==> src/rtl/tetris_input_scheduler.sv <==
`default_nettype none
// ============================================================================
// Module   : tetris_input_scheduler
// Purpose  : Turns held keys and the level-dependent gravity timer into one
//            stream of move commands over a valid/ready handshake. It also
//            tracks cleared lines to derive the level and the gravity period.
// Ports    : clk, reset (sync, active-high), enable (game running),
//            frame_tick (one pulse per frame), keycode[7:0] (HID, 0 = none),
//            lines_valid / lines_count[2:0] (clear-pass result),
//            cmd_ready (in), cmd_valid / cmd[2:0] (out),
//            level[3:0], gravity_period[5:0] (out)
// Revision : 1.0 - initial release
// ============================================================================
module tetris_input_scheduler #(
  parameter int DAS_FRAMES      = 10,
  parameter int ARR_FRAMES      = 2,
  parameter int BASE_GRAVITY    = 48,
  parameter int GRAVITY_STEP    = 3,
  parameter int MIN_GRAVITY     = 2,
  parameter int LINES_PER_LEVEL = 10,
  parameter int MAX_LEVEL       = 15
) (
  input  logic       clk,
  input  logic       reset,
  input  logic       enable,
  input  logic       frame_tick,
  input  logic [7:0] keycode,
  input  logic       lines_valid,
  input  logic [2:0] lines_count,
  input  logic       cmd_ready,
  output logic       cmd_valid,
  output logic [2:0] cmd,
  output logic [3:0] level,
  output logic [5:0] gravity_period
);

  localparam logic [7:0] KEY_LEFT  = 8'h50;
  localparam logic [7:0] KEY_RIGHT = 8'h4F;
  localparam logic [7:0] KEY_ROT   = 8'h1A;
  localparam logic [7:0] KEY_HOLD  = 8'h06;
  localparam logic [7:0] KEY_HARD  = 8'h2C;
  localparam logic [7:0] KEY_SOFT  = 8'h51;

  localparam logic [2:0] CMD_NONE  = 3'd0;
  localparam logic [2:0] CMD_LEFT  = 3'd1;
  localparam logic [2:0] CMD_RIGHT = 3'd2;
  localparam logic [2:0] CMD_ROT   = 3'd3;
  localparam logic [2:0] CMD_SOFT  = 3'd4;
  localparam logic [2:0] CMD_GRAV  = 3'd5;
  localparam logic [2:0] CMD_HARD  = 3'd6;
  localparam logic [2:0] CMD_HOLD  = 3'd7;

  localparam logic [1:0] ST_IDLE   = 2'd0;
  localparam logic [1:0] ST_SELECT = 2'd1;
  localparam logic [1:0] ST_ISSUE  = 2'd2;

  localparam int HOLD_W = $clog2(DAS_FRAMES + ARR_FRAMES + 1);
  localparam logic [HOLD_W-1:0] C_DAS   = HOLD_W'(DAS_FRAMES);
  localparam logic [HOLD_W-1:0] C_REP   = HOLD_W'(DAS_FRAMES + ARR_FRAMES);
  localparam logic [HOLD_W-1:0] C_ONE_H = HOLD_W'(1);
  localparam int LINE_W = $clog2(LINES_PER_LEVEL + 5);
  localparam logic [LINE_W-1:0] C_LPL = LINE_W'(LINES_PER_LEVEL);

  logic [1:0]        state, state_nx;
  logic [7:0]        prev_key;
  logic [HOLD_W-1:0] hold_cnt;
  logic [5:0]        grav_cnt;
  logic [2:0]        cmd_lat;
  logic [LINE_W-1:0] line_acc;
  logic f_left, f_right, f_rot, f_hold, f_hard, f_grav, grav_soft;

  // ---------------- event detection ----------------
  logic key_changed, lr_held, soft_held, repeat_fire, grav_fire;
  logic [HOLD_W-1:0] hold_inc;
  logic [5:0] eff_period;

  assign key_changed = (keycode != prev_key);
  assign lr_held     = !key_changed && (keycode == KEY_LEFT || keycode == KEY_RIGHT);
  assign soft_held   = (keycode == KEY_SOFT);
  assign hold_inc    = hold_cnt + C_ONE_H;
  // First repeat at DAS; afterwards the counter wraps from DAS+ARR back to DAS.
  assign repeat_fire = lr_held && frame_tick && (hold_inc == C_DAS || hold_inc == C_REP);
  assign eff_period  = soft_held ? 6'(MIN_GRAVITY) : gravity_period;
  // ">=" so a counter already past a freshly shortened period fires at once.
  assign grav_fire   = frame_tick && (({1'b0, grav_cnt} + 7'd1) >= {1'b0, eff_period});

  // ---------------- selection ----------------
  logic [2:0] sel_cmd;
  logic any_flag, taking, hard_issue, clr_grav;

  always_comb begin
    sel_cmd = CMD_NONE;
    if (f_hard)       sel_cmd = CMD_HARD;
    else if (f_grav)  sel_cmd = grav_soft ? CMD_SOFT : CMD_GRAV;
    else if (f_hold)  sel_cmd = CMD_HOLD;
    else if (f_rot)   sel_cmd = CMD_ROT;
    else if (f_left)  sel_cmd = CMD_LEFT;
    else if (f_right) sel_cmd = CMD_RIGHT;
  end

  assign any_flag   = f_hard | f_grav | f_hold | f_rot | f_left | f_right;
  assign taking     = (state == ST_SELECT) && enable && any_flag;
  assign hard_issue = taking && (sel_cmd == CMD_HARD);
  assign clr_grav   = taking && (sel_cmd == CMD_GRAV || sel_cmd == CMD_SOFT);

  // ---------------- FSM ----------------
  always_ff @(posedge clk) begin
    if (reset) state <= ST_IDLE;
    else       state <= state_nx;
  end

  always_comb begin
    state_nx = state;
    case (state)
      ST_IDLE:   if (enable) state_nx = ST_SELECT;
      ST_SELECT: begin
        if (!enable)       state_nx = ST_IDLE;
        else if (any_flag) state_nx = ST_ISSUE;
      end
      ST_ISSUE:  if (cmd_ready) state_nx = enable ? ST_SELECT : ST_IDLE;
      default:   state_nx = ST_IDLE;
    endcase
  end

  always_comb begin
    cmd_valid = (state == ST_ISSUE);
    cmd       = cmd_lat;
  end

  // ---------------- datapath ----------------
  always_ff @(posedge clk) begin
    if (reset) begin
      prev_key <= 8'h00;
      cmd_lat  <= CMD_NONE;
    end else begin
      prev_key <= keycode;
      if (taking) cmd_lat <= sel_cmd;
    end
  end

  always_ff @(posedge clk) begin
    if (reset || !enable) begin
      hold_cnt <= '0;
      grav_cnt <= 6'd0;
    end else begin
      if (key_changed)                hold_cnt <= '0;
      else if (lr_held && frame_tick) hold_cnt <= (hold_inc == C_REP) ? C_DAS : hold_inc;

      if (hard_issue)      grav_cnt <= 6'd0;
      else if (frame_tick) grav_cnt <= grav_fire ? 6'd0 : grav_cnt + 6'd1;
    end
  end

  // Each flag: set has precedence over the same-cycle clear.
  always_ff @(posedge clk) begin
    if (reset || !enable) begin
      f_left <= 1'b0; f_right <= 1'b0; f_rot <= 1'b0;
      f_hold <= 1'b0; f_hard  <= 1'b0; f_grav <= 1'b0; grav_soft <= 1'b0;
    end else begin
      if (key_changed && keycode == KEY_HARD) f_hard <= 1'b1;
      else if (hard_issue)                    f_hard <= 1'b0;

      if (grav_fire && !hard_issue) begin
        f_grav    <= 1'b1;
        grav_soft <= soft_held;
      end else if (clr_grav || hard_issue) begin
        f_grav    <= 1'b0;
      end

      if (key_changed && keycode == KEY_HOLD)     f_hold <= 1'b1;
      else if (taking && sel_cmd == CMD_HOLD)     f_hold <= 1'b0;

      if (key_changed && keycode == KEY_ROT)      f_rot <= 1'b1;
      else if (taking && sel_cmd == CMD_ROT)      f_rot <= 1'b0;

      if ((key_changed || repeat_fire) && keycode == KEY_LEFT)  f_left <= 1'b1;
      else if (taking && sel_cmd == CMD_LEFT)                   f_left <= 1'b0;

      if ((key_changed || repeat_fire) && keycode == KEY_RIGHT) f_right <= 1'b1;
      else if (taking && sel_cmd == CMD_RIGHT)                  f_right <= 1'b0;
    end
  end

  // ---------------- level tracking (independent of the FSM) ----------------
  logic [LINE_W-1:0] line_sum;
  logic [5:0] gp_next;
  int lvl_dec;

  assign line_sum = line_acc + LINE_W'(lines_count);

  always_comb begin
    lvl_dec = int'(level) * GRAVITY_STEP;
    if (lvl_dec + MIN_GRAVITY >= BASE_GRAVITY) gp_next = 6'(MIN_GRAVITY);
    else                                       gp_next = 6'(BASE_GRAVITY - lvl_dec);
  end

  always_ff @(posedge clk) begin
    if (reset) begin
      line_acc       <= '0;
      level          <= 4'd0;
      gravity_period <= 6'(BASE_GRAVITY);
    end else begin
      gravity_period <= gp_next;
      if (lines_valid) begin
        if (line_sum >= C_LPL) begin
          line_acc <= line_sum - C_LPL;
          if (level != 4'(MAX_LEVEL)) level <= level + 4'd1;
        end else begin
          line_acc <= line_sum;
        end
      end
    end
  end

endmodule
`default_nettype wire

==> config.mk <==
export PLATFORM = sky130hd
export DESIGN_NAME = tetris_input_scheduler
export DESIGN_NICKNAME = d
export VERILOG_FILES = /design/src/rtl/tetris_input_scheduler.sv
export SDC_FILE = /design/constraint.sdc
export NUM_CORES = 1
export LEC_CHECK = 0
export ABC_AREA = 1
export ABC_CLOCK_PERIOD_IN_PS = 2200
export BUFFER_PORTS_ARGS = -buffer_cell sky130_fd_sc_hd__buf_2
export CAP_MARGIN = 25
export CORE_MARGIN = 1
export CORE_UTILIZATION = 42
export CTS_CLUSTER_SIZE = 25
export DETAILED_ROUTE_END_ITERATION = 10
export PLACE_DENSITY = 0.64
export SYNTH_ARGS = -nofsm -noshare
export SYNTH_HDL_FRONTEND = slang
export SYNTH_SLANG_ARGS = --single-unit
==> constraint.sdc <==
create_clock -name clk -period 2.2 [get_ports clk]
set_input_delay 0.33 -clock clk [delete_from_list [all_inputs] [get_ports clk]]
set_output_delay 0.33 -clock clk [all_outputs]
set_load 0.03 [all_outputs]
==> flow_metrics.py <==
metrics = {
    "clock_tree": {
        "cts_made_buffers": 5,
        "clk_pin_slew_ns": 0.09,
        "htree_levels": 2,
        "cts_tree": "built",
        "clock-root-buffer": "clkbuf_8",
        "clk_path_buf_depth": 2,
        "clock_sinks": 44,
        "clk-insertion-delay-late_ns": 0.31,
    },
    "synthesis": {
        "synth_area_leader_cell": "dfxtp_1",
        "async_flop_share_pct": 0,
        "yosys-top-cells-area": "dfxtp_1 (33%), nand2_1 (13%), ha_1 (9.3%)",
        "synth_area_mm2": 0.00269,
        "ys_seq_elements": 44,
        "synth-main-ff-cell": "dfxtp_1",
        "syn_inst": 394,
        "yosys_warnings": 0,
        "ys_types": 38,
        "synth_edf_count": 0,
        "avgSynthCellArea_um2": 6.82,
        "seq_area_frac_synth_pct": 32.8,
        "synth_top_area_share_pct": 32.8,
        "syn_nets": 433,
    },
    "place": {
        "pre_cts_ws_ns": -0.0141,
        "place_hpwl_mm": 4.45,
        "gp_congestion": 0.834,
        "io_buffers": 30,
        "place_inst": 510,
    },
    "worst_setup_path": {
        "path_buf_inv": 4,
        "path_depth": 10,
        "cp-start-kind": "flop",
        "cp-end-kind": "flop",
        "r2r_cells": 10,
        "path_delay_family": "adder cells",
        "crit_arrival_ns": 2.41,
        "r2r-start": "level[1]",
        "path_cells": "buf_4 -> inv_1 -> fa_1 -> buf_4 -> buf_4 -> ha_1 -> nand3_1 -> nand2_1 -> xor2_1 -> o21ai_0",
        "cp_max_fo": 3,
        "r2r_end": "gravity_period[5]",
        "max_stage_delay_ns": 0.48,
        "cpMostUsedCell": "buf_4",
        "worstPathRequired_ns": 2.44,
        "rrSetupSlack_ns": 0.03,
        "criticalPathCategory": "reg -> reg",
        "crit_slowest_cell": "fa_1",
    },
    "finish": {
        "layout_common_cells": "nand2_1 (91), inv_1 (56), nor2_1 (45), dfxtp_1 (40), buf_2 (30)",
        "antennaDiodeCount": 0,
        "area_growth_pct": 21.8,
        "fin_cells": 524,
        "final_common_cell": "nand2_1",
        "drive_gt1_share_pct": 21.4,
        "final_net_count": 487,
        "multi_input_area_mm2": 0.00161,
        "fill_cells": 601,
        "seqCellArea_um2": 891,
        "finish.utilization_pct": 54.0,
    },
    "detailed_routing": {
        "initialDrtViolationCount": 116,
        "routed_wl_mm": 6.07,
        "ant_nets": 0,
        "vias": 2525,
        "remaining_drc_errors": 0,
        "met3_length_um": 178,
        "drt-pass1-iter-count": 4,
        "topRoutingLayerUsed": "met4",
        "vias_per_cell": 4.82,
        "post_drt_wl_per_cell_um": 11.6,
        "m1WireLength_mm": 3.02,
        "met2_length_mm": 2.79,
    },
    "global_route": {
        "antenna_found_initial": 0,
        "grt_pass1_wl_mm": 9.94,
        "grt_overflow": 0,
        "grt_max_degree": 16,
        "track_usage_pct": 19.3,
        "grt_pass1_vias": 2309,
    },
    "power_and_ir_drop": {
        "leakage_nw": 1.62,
        "p_per_area_mw_per_mm2": 606,
        "worst_ir_drop_vdd_uv": 389,
        "power_mw": 1.98,
    },
    "timing": {
        "rsz0062_at_grt": "true",
        "setup_violations": 0,
        "period_needed_ns": 2.17,
        "fin_ws_ns": 0.0307,
        "max_freq_ghz": 0.461,
        "tightest_slew_ns": 0.427,
        "timing.final.crit_share_pct": 98.6,
        "final_max_slew_viol_count": 0,
        "finClkSkew_ns": 0.0113,
        "slew_headroom_pct": 71.5,
        "final-hold-violation-count": 0,
    },
    "floorplanning": {
        "rows": 28,
        "die_h_um": 82.0,
        "fp.dieArea_mm2": 0.00672,
        "core_area_mm2": 0.00606,
        "die_w_um": 82.0,
        "ios": 31,
        "initial_core_util_pct": 44.3,
    },
    "run_status": {
        "outcome": "finished clean",
    },
    "min_path": {
        "min_from": "keycode[4]",
        "whs_endpoint": "prev_key[4]",
        "hold_depth": 3,
        "hold_path.class": "in -> reg",
    },
    "run": {
        "maxCapViolCount": 0,
    },
}
flip-flops by register name, summed over array words and instances (netlist names):
signal and count:
gravity_period 6, f_rot 1, prev_key 8, cmd 3
f_left 1, grav_soft 1, line_acc 4, f_right 1
grav_cnt 6, f_grav 1, level 4, hold_cnt 4
f_hard 1, state 2, f_hold 1
how the worst max path moves through the flow:
stage               slack [ns]                 to   startpoint
floorplan                 0.04  gravity_period[0]     level[1]
global placement          0.03        grav_cnt[3]   keycode[5]
detailed placement       -0.01        grav_cnt[3]   keycode[5]
CTS                       0.02        grav_cnt[3]  grav_cnt[0]
global route              -0.1  gravity_period[0]     level[0]
finish                    0.03  gravity_period[5]     level[1]
area by class of cell:
type / count / share of cell area (%)
multi-input cells: 279 / 49.1
inverters: 67 / 7.76
well taps: 75 / 2.87
flip-flops and latches: 44 / 27.2
repair buffers: 51 / 9.40
clock buffers: 8 / 3.71
where the power goes:
part           switching, mW  leakage (nW)  internal, mW
Sequential            0.0270         0.362         0.839
Combinational          0.282          1.20         0.182
Clock                  0.299        0.0627         0.356
Total                  0.608          1.62          1.38
metrics by stage:
stage / setup TNS [ns] / hold slack [ns] / cell area (um2)
2_1_floorplan: 0 / 0.399 / 2690
3_3_place_gp: 0 / 0.478 / 3030
3_5_place_dp: -0.0238 / 0.487 / 3030
4_1_cts: 0 / 0.276 / 3150
5_1_grt: -0.369 / 0.288 / 3270
6_report: 0 / 0.282 / 3270
tightest hold or removal path: stages:
cell and delay [ns]:
buf_2 0.12, inv_2 0.06, nor2_1 0.03
Yosys cell counts, types with 2 or more instances:
cell	instances
ha_1	20
a211oi_1	3
inv_1	59
o211ai_1	2
nor2_2	3
nor3_1	6
dfxtp_1	44
clkinv_1	2
xnor2_1	3
a21oi_1	23
nand4_1	9
nand2_2	3
nand3_1	19
o21ai_1	2
nor4_1	2
nand2_1	93
nand3b_1	2
xor2_1	7
fa_1	2
nor2_1	46
inv_2	6
o21ai_0	22
cell families (layout without fill, tap and decap cells):
group / after synthesis / count (layout) / synth area share, %
flip-flops: 44 / 44 / 32.8
buffers and inverters: 71 / 126 / 10.1
AND/OR/NAND/NOR: 191 / 191 / 31.9
AO/OA/AOI/OAI: 56 / 56 / 11.2
adder cells (fa/ha/maj): 22 / 22 / 10.8
XOR/XNOR: 10 / 10 / 3.26
per-layer routing:
metal  vias up  GRT usage, %
met3         8          3.67
met1      1114          24.7
li1       1366             -
met2        37          31.9
met4         0          6.84
met5         -             0
timing repair:
action,4_1_cts,5_1_grt
endpoints found under the setup margin,0,14
hold buffers,0,0
resized for setup,0,23
buffers inserted,0,6
(Power assumes the default switching activity.)
